$ cat config.mk
export PLATFORM = sky130hd
export DESIGN_NAME = stream_fifo
export DESIGN_NICKNAME = d
export VERILOG_FILES = /design/src/rtl/fifo_pkg.sv /design/src/rtl/fifo_sdp_ram.sv /design/src/rtl/stream_fifo.sv
export SDC_FILE = /design/constraint.sdc
export NUM_CORES = 1
export LEC_CHECK = 0
export BUFFER_PORTS_ARGS = -buffer_cell sky130_fd_sc_hd__buf_2
export CELL_PAD_IN_SITES_DETAIL_PLACEMENT = 1
export CELL_PAD_IN_SITES_GLOBAL_PLACEMENT = 1
export CORE_ASPECT_RATIO = 0.5
export CORE_MARGIN = 5
export CORE_UTILIZATION = 30
export CTS_CLUSTER_DIAMETER = 30
export DETAILED_ROUTE_END_ITERATION = 10
export PLACE_DENSITY = 0.5
export SETUP_SLACK_MARGIN = 0.15
export SLEW_MARGIN = 0
export SYNTH_ARGS = -nofsm -noshare
export SYNTH_HDL_FRONTEND = slang
export SYNTH_SLANG_ARGS = --single-unit
$ cat constraint.sdc
create_clock -name clk_in -period 11.8 [get_ports clk_in]
set_input_delay 2.95 -clock clk_in [delete_from_list [all_inputs] [get_ports clk_in]]
set_output_delay 2.95 -clock clk_in [all_outputs]
set_load 0.005 [all_outputs]
$ cat src/rtl/fifo_pkg.sv
// Shared helpers and status types for the stream FIFO family.
package fifo_pkg;

    localparam int unsigned STATUS_CNT_W = 16;

    function automatic int unsigned ptr_w(input int unsigned depth);
        return $clog2(depth);
    endfunction

    function automatic int unsigned cnt_w(input int unsigned depth);
        return $clog2(depth + 1);
    endfunction

    typedef struct packed {
        logic                    almost_full;
        logic                    almost_empty;
        logic [STATUS_CNT_W-1:0] count;
    } fifo_status_t;

endpackage

$ cat src/rtl/fifo_sdp_ram.sv
// Simple dual-port storage array: one synchronous write port, one asynchronous read port.
module fifo_sdp_ram
    import fifo_pkg::*;
#(
    parameter int unsigned DATA_WIDTH = 32,
    parameter int unsigned DEPTH      = 8
) (
    input  logic                      i_clk,
    input  logic                      i_wr_en,
    input  logic [ptr_w(DEPTH)-1:0]   i_wr_addr,
    input  logic [DATA_WIDTH-1:0]     i_wr_data,
    input  logic [ptr_w(DEPTH)-1:0]   i_rd_addr,
    output logic [DATA_WIDTH-1:0]     o_rd_data
);

    logic [DATA_WIDTH-1:0] r_mem [DEPTH];

    always_ff @(posedge i_clk) begin
        if (i_wr_en) begin
            r_mem[i_wr_addr] <= i_wr_data;
        end
    end

    assign o_rd_data = r_mem[i_rd_addr];

endmodule

$ cat src/rtl/stream_fifo.sv
// First-word-fall-through valid/ready FIFO with count, almost flags and flush.
// Optional sticky overflow/underflow outputs when STREAM_FIFO_ERR_FLAGS_EN is defined.
module stream_fifo
    import fifo_pkg::*;
#(
    parameter int unsigned DATA_WIDTH = 32,
    parameter int unsigned DEPTH      = 8,
    parameter int unsigned AF_THRESH  = DEPTH - 2,
    parameter int unsigned AE_THRESH  = 1
) (
    input  logic                      clk_in,
    input  logic                      rst_in,
    input  logic                      flush,
    input  logic [DATA_WIDTH-1:0]     in_data,
    input  logic                      in_valid,
    output logic                      in_ready,
    output logic [DATA_WIDTH-1:0]     out_data,
    output logic                      out_valid,
    input  logic                      out_ready,
    output logic [cnt_w(DEPTH)-1:0]   count,
    output logic                      almost_full,
    output logic                      almost_empty
`ifdef STREAM_FIFO_ERR_FLAGS_EN
    ,
    output logic                      overflow,
    output logic                      underflow
`endif
);

    localparam int unsigned PW = ptr_w(DEPTH);
    localparam int unsigned CW = cnt_w(DEPTH);
    localparam logic [CW-1:0] DEPTH_C = CW'(DEPTH);
    localparam logic [CW-1:0] AF_C    = CW'(AF_THRESH);
    localparam logic [CW-1:0] AE_C    = CW'(AE_THRESH);
    localparam logic [CW-1:0] ONE_C   = CW'(1);

    logic [PW-1:0]         r_wptr, r_rptr;
    logic [CW-1:0]         r_count, w_count_next;
    logic [DATA_WIDTH-1:0] r_out_data, w_mem_rdata;
    logic                  r_out_valid, r_af, r_ae;
    logic                  w_in_ready, w_wr, w_rd, w_bypass, w_mem_wr, w_mem_rd;

    assign w_in_ready = (r_count < DEPTH_C) && !rst_in;

    always_comb begin
        w_wr     = in_valid && w_in_ready;
        w_rd     = r_out_valid && out_ready;
        // Straight into the head register when the array holds nothing behind the head.
        w_bypass = w_wr && ((r_count == '0) || (w_rd && (r_count == ONE_C)));
        w_mem_wr = w_wr && !w_bypass && !flush;
        w_mem_rd = w_rd && (r_count > ONE_C);
        w_count_next = r_count;
        if (flush) begin
            w_count_next = '0;
        end else if (w_wr && !w_rd) begin
            w_count_next = r_count + ONE_C;
        end else if (w_rd && !w_wr) begin
            w_count_next = r_count - ONE_C;
        end
    end

    fifo_sdp_ram #(
        .DATA_WIDTH (DATA_WIDTH),
        .DEPTH      (DEPTH)
    ) u_ram (
        .i_clk      (clk_in),
        .i_wr_en    (w_mem_wr),
        .i_wr_addr  (r_wptr),
        .i_wr_data  (in_data),
        .i_rd_addr  (r_rptr),
        .o_rd_data  (w_mem_rdata)
    );

    always_ff @(posedge clk_in) begin
        if (rst_in || flush) begin
            r_wptr      <= '0;
            r_rptr      <= '0;
            r_count     <= '0;
            r_out_data  <= '0;
            r_out_valid <= 1'b0;
            r_af        <= 1'b0;
            r_ae        <= 1'b1;
        end else begin
            if (w_mem_wr) begin
                r_wptr <= r_wptr + PW'(1);
            end
            if (w_mem_rd) begin
                r_rptr <= r_rptr + PW'(1);
            end
            if (w_bypass) begin
                r_out_data  <= in_data;
                r_out_valid <= 1'b1;
            end else if (w_mem_rd) begin
                r_out_data  <= w_mem_rdata;
                r_out_valid <= 1'b1;
            end else if (w_rd) begin
                r_out_valid <= 1'b0;
            end
            r_count <= w_count_next;
            r_af    <= (w_count_next >= AF_C);
            r_ae    <= (w_count_next <= AE_C);
        end
    end

`ifdef STREAM_FIFO_ERR_FLAGS_EN
    logic r_overflow, r_underflow;

    // Sticky until reset; flush deliberately leaves them alone.
    always_ff @(posedge clk_in) begin
        if (rst_in) begin
            r_overflow  <= 1'b0;
            r_underflow <= 1'b0;
        end else begin
            if (in_valid && (r_count == DEPTH_C)) begin
                r_overflow <= 1'b1;
            end
            if (out_ready && !r_out_valid) begin
                r_underflow <= 1'b1;
            end
        end
    end

    assign overflow  = r_overflow;
    assign underflow = r_underflow;
`endif

    assign in_ready     = w_in_ready;
    assign out_data     = r_out_data;
    assign out_valid    = r_out_valid;
    assign count        = r_count;
    assign almost_full  = r_af;
    assign almost_empty = r_ae;

endmodule
### After elaboration in Yosys (flattened, before gate mapping)

Memory sizes are Yosys's and may differ from the RTL's. A register that Yosys moved wholly into a read port is not among the register bits.
Cells that the tools add are included.

* memory bits (writable): 256
* word-level logic and storage cells: 49
* output and inout port bits: 40
* input port bits: 37
* memories: 1
* flip-flop bits (word level): 45

* add/subtract/negate cells: 4
* muxes and demuxes: 12
* reduce and logical (&&, ||, !) cells: 20
* equality and inequality tests: 1
* order comparisons: 4

Memories
* u_ram.r_mem: depth 8, width 32, rd ports 1, clocked after Yosys merged registers in 1, write ports 1, line fifo_sdp_ram.sv:16 `logic [DATA_WIDTH-1:0] r_mem [DEPTH];`

Operator list (number)
* two-way mux 32 bit: 2
* two-way mux 4 bit: 3
* logical AND 1 bit: 10
* adder 3 x 1 -> 3 bit, second input constant: 2
* two-way mux 3 bit: 2
* zero test 1 bit: 5
* two-way mux 1 bit: 5
* adder 4 x 1 -> 4 bit, second input constant: 1
* == test 4 x 1 -> 1 bit, second input constant: 1
* >= comparator 4 x 3 -> 1 bit, second input constant: 1
* > comparator 4 x 1 -> 1 bit, second input constant: 1
* less-or-equal comparator 4 x 1 -> 1 bit, second input constant: 1
* zero test 4 bit: 1
* less-than comparator 4 bit, second input constant: 1
* subtractor 4 x 1 -> 4 bit, second input constant: 1
* nonzero test 3 bit: 1
* logical OR 1 bit: 2
* nonzero test 2 bit: 1

### Logic depth before layout (Yosys ltp)

* depth in word-level cells: 9
* gate-level depth with buffers: 9
* gate-level depth less buffers: 7

### By module

From an unflattened synthesis, not the netlist that was laid out.

* cell total of the unflattened synthesis: 601
* area total of the unflattened synthesis: 12062.8 um^2

Modules (own cells, without submodules)
* fifo_sdp_ram: cells an instance 383, sequential area each 7687.4 um^2, area an instance 9825.7 um^2, instances 1
* stream_fifo: cells an instance 218, sequential area each 900.9 um^2, area an instance 2237.1 um^2, instances 1

### Least setup slack after synthesis

Ideal clock, no wire load.

* kind: input-to-reg
* from: in rst_in
* to: mem u_ram.r_mem[1][0] (enable)
* stages: 5
* setup slack: 5.542 ns
* library setup time: 0.461 ns
* path buffers: 0
* arrival: 5.797 ns
* required time: 11.339 ns
* cell sequence: nor3b_4 > o31ai_1 > nor2_1 > nand2_1 > nor3_1

* cells in the longest elaborated chain, start to end: 9

RTL lines
* start: declaration: line stream_fifo.sv:12 `input logic rst_in,`
* zero test 1 bit *: line stream_fifo.sv:43 `assign w_in_ready = (r_count < DEPTH_C) && !rst_in;`
* logical AND 1 bit *: line stream_fifo.sv:43
* logical AND 1 bit *: line stream_fifo.sv:46 `w_wr = in_valid && w_in_ready;`
* logical AND 1 bit: line stream_fifo.sv:49 `w_bypass = w_wr && ((r_count == '0) || (w_rd && (r_count == ONE_C)));`
* zero test 1 bit: line stream_fifo.sv:50 `w_mem_wr = w_wr && !w_bypass && !flush;`
* logical AND 1 bit * (2 in a row): line stream_fifo.sv:50
* two-way mux 1 bit *: line fifo_sdp_ram.sv:19 `if (i_wr_en) begin`
* two-way mux 1 bit (implied by the code) *: line fifo_sdp_ram.sv:20 `r_mem[i_wr_addr] <= i_wr_data;`
* end: declaration: line fifo_sdp_ram.sv:16

Mark *: on every way between the ends. The rest lies on a longest branch, timed or not.

### Final worst setup path

* from: in rst_in
* to: out in_ready

* cells in the longest elaborated chain, start to end: 2

RTL lines
* zero test 1 bit: line stream_fifo.sv:43
* logical AND 1 bit: line stream_fifo.sv:43
* end: declaration: line stream_fifo.sv:16 `output logic in_ready,`

No other way between the ends.

==> flow_summary.yaml <==
logic_synthesis:
  synthFlopType: "edfxtp_1"
  synthSimpleGateAreaFrac_pct: 3.372
  synth-compound-area-share_pct: 8.912
  synthAdderAreaFrac_pct: 0.6283
  synth_top_family_by_area: "multiplexers"
  async_flop_share_pct: 0
  yosysSeqAreaShare_pct: 72.38
  synth.mux.area_fraction_pct: 11.59
  yosys.cell_types.count: 39
  synth-edff-count: 256
  syn_inst: 751
  yosys_warnings: 0
  synth.avg_cell_area_um2: 15.91
  synth_seq_cells: 304
  synth_nets: 794
  netlist_area_um2: 11950
  synthXorXnorAreaFrac_pct: 0.5131
placement:
  dpl_worst_slack_ns: 5.482
  place_area_um2: 12900
  hpwlAfterDp_mm: 15.66
  io_buffers: 76
  place.gp.congestion: 0.6872
  dp_cells: 1328
floorplanning:
  core_area_um2: 39120
  die_w_um: 292.2
  boundaryPins: 77
  dieArea_um2: 44160
  std_cell_rows: 51
  dieHeight_um: 151.1
  start_util_pct: 30.54
finish:
  drive_above_1_share_pct: 29.69
  fill_cells: 3948
  final_nets: 896
  syn_to_final_growth_pct: 23.17
  stdcell_area_um2: 14720
  layout.cells.non_filler: 1426
  antenna_cells: 0
global_route:
  grt.total_usage_pct: 12.87
  antenna_found_initial: 1
  grt_pass1_wl_mm: 43.74
  grt_max_degree: 67
  grt_pass1_vias: 7274
  grt_overflow: 0
detailed_routing:
  wl_mm: 29.04
  drtIter0Drc: 263
  vias_per_cell: 4.788
  firstDrtPassIters: 6
  ant_nets: 0
  vias: 6828
  wl_per_cell_um: 20.36
  drc_errors: 0
power_and_ir_drop:
  power_mw: 2.769
  p_per_area_nw_per_um2: 188.2
  peakVddDrop_uv: 110.6
  p_leak_nw: 4.797
cts:
  clk_pin_slew_ns: 0.05
  clk_latency_ns: 0.56
  clockBufferDepth: 3
  cts_max_level: 2
  cts_buffers: 53
  cts_resized: 0
  postCtsHoldBufs: 0
  cts_root_buf: "clkbuf_16"
  post-cts-setup-buffer-count: 0
  cts_sinks: 304
  cts_tree: "done"
sta:
  fin_tns_setup_ns: 0
  worst_pin_slew_ns: 1.138
  skew_ns: 0.02141
  timing.final.crit_share_pct: 53.63
  setup_viol: 0
  setup_slack_ns: 5.472
  fin_crit_ns: 6.328
  clock.fmax_ghz: 0.1580
  rsz0062_at_grt: "no"
  maxSlewViolCount: 0
  hold_viol_final: 0
  max-slew-margin-rel_pct: 24.12
worst_setup_path:
  worstPathArrival_ns: 3.38
  criticalPathCategory: "in2out"
  cp-start-kind: "input pin"
  cp-end-kind: "output port"
  crit_required_ns: 8.85
  r2r_setup_slack_ns: 8.51
  worst-path-max-fanout: 5
run:
  drv_cap: 0
hold_path:
  hold_class: "reg2reg"
outcome:
  status: "finished, final reports clean"
## Yosys cell counts, drive strengths merged (2+ instances only)
library cell | n | area [um^2]
inv | 4 | 15.01
or2 | 3 | 18.77
nand2b | 3 | 18.77
a22o | 32 | 280.3
xnor2 | 5 | 43.79
clkbuf | 25 | 93.84
o21ai | 33 | 165.2
nand3 | 2 | 10.01
and2 | 2 | 12.51
o22ai | 32 | 200.2
a211oi | 2 | 25.02
edfxtp | 256 | 7687
or3 | 2 | 12.51
nor2 | 19 | 73.82
nand2 | 10 | 37.54
buf | 22 | 201.4
dfxtp | 48 | 960.9
mux2i | 66 | 664.4
ha | 6 | 75.07
nor3 | 35 | 180.2
xor2 | 2 | 17.52
mux2 | 64 | 720.7
a21oi | 68 | 340.3
## cells by family (layout without fill, tap and decap cells)
logic type      after synthesis  after routing
fa+ha+maj                     6              6
compound gates              173            173
buf+inv                      51            196
simple gates                 80             80
xor+xnor                      7              7
flops                       304            304
mux                         130            130
## state kept, by name (all words and copies together), names as in the netlist, named ones only
register      flops
u_ram.r_mem     256
out_data         32
count             4
r_rptr            3
r_wptr            3
almost_empty      1
almost_full       1
out_valid         1
## final timing paths
path	endpoint	from	cells past startpoint
setup reg to reg	u_ram.r_mem[0][5]$_DFFE_PP_	count[0]$_SDFF_PP0_	7
hold / removal	flop	r_rptr[1]$_SDFFE_PP0P_	2
hold reg to reg	flop	r_rptr[1]$_SDFFE_PP0P_	2
setup / recovery	in_ready	rst_in	3
## per-stage QoR
step | hold WS, ns | utilization, %
4_1_cts | 0.4934 | 37.62
3_3_place_gp | 0.4666 | 32.97
5_1_grt | 0.5340 | 37.62
6_report | 0.4876 | 37.62
3_5_place_dp | 0.4820 | 32.97
2_1_floorplan | 0.4541 | -
## critical path, cell delays in order
cell	delay (ns)
buf_2	0.14
nor2_1	0.15
buf_2	0.14
## cell type report
class | count | area [um^2] | share of cell area, %
Sequential cell | 304 | 8652 | 58.80
Clock inverter | 40 | 473.0 | 3.214
Inverter | 4 | 15.01 | 0.1020
Tap cell | 530 | 663.1 | 4.506
Timing Repair Buffer | 94 | 515.5 | 3.503
Clock buffer | 58 | 1345 | 9.140
Multi-Input combinational cell | 396 | 3052 | 20.74
## where the power goes
| part | internal [mW] | switching (mW) |
|---|---|---|
| clock | 1.00 | 0.541 |
| combinational | 0.0165 | 0.0345 |
| sequential | 1.17 | 0.00338 |
| total | 2.19 | 0.579 |
## layer usage
metal	global-route usage [%]	share of wire [%]	wire [um]
met1	17.20	47	13640
met4	3.923	2.2	646
met3	2.974	3.5	1005
met2	21.13	47	13720
met5	0	0.069	20
## cells in the final DEF (no fill, tap or decap), types with 6 or more instances in the layout
cell type   Yosys  final
a21oi_1        68     68
a22o_1         32     32
buf_2           5     76
buf_4           4     18
bufinv_16       0      8
clkbuf_16       0     53
clkinv_2        0      8
clkinv_4        0      6
clkinvlp_4      0      6
dfxtp_1        48     47
edfxtp_1      256    256
ha_1            6      6
mux2_2         64     64
mux2i_1        65     65
nand2_1        10     10
nor2_1         18     11
nor2_4          0      6
nor3_1         34     33
o21ai_0        33     33
o22ai_1        32     32
Note: power is estimated with default switching activity, not from simulation.
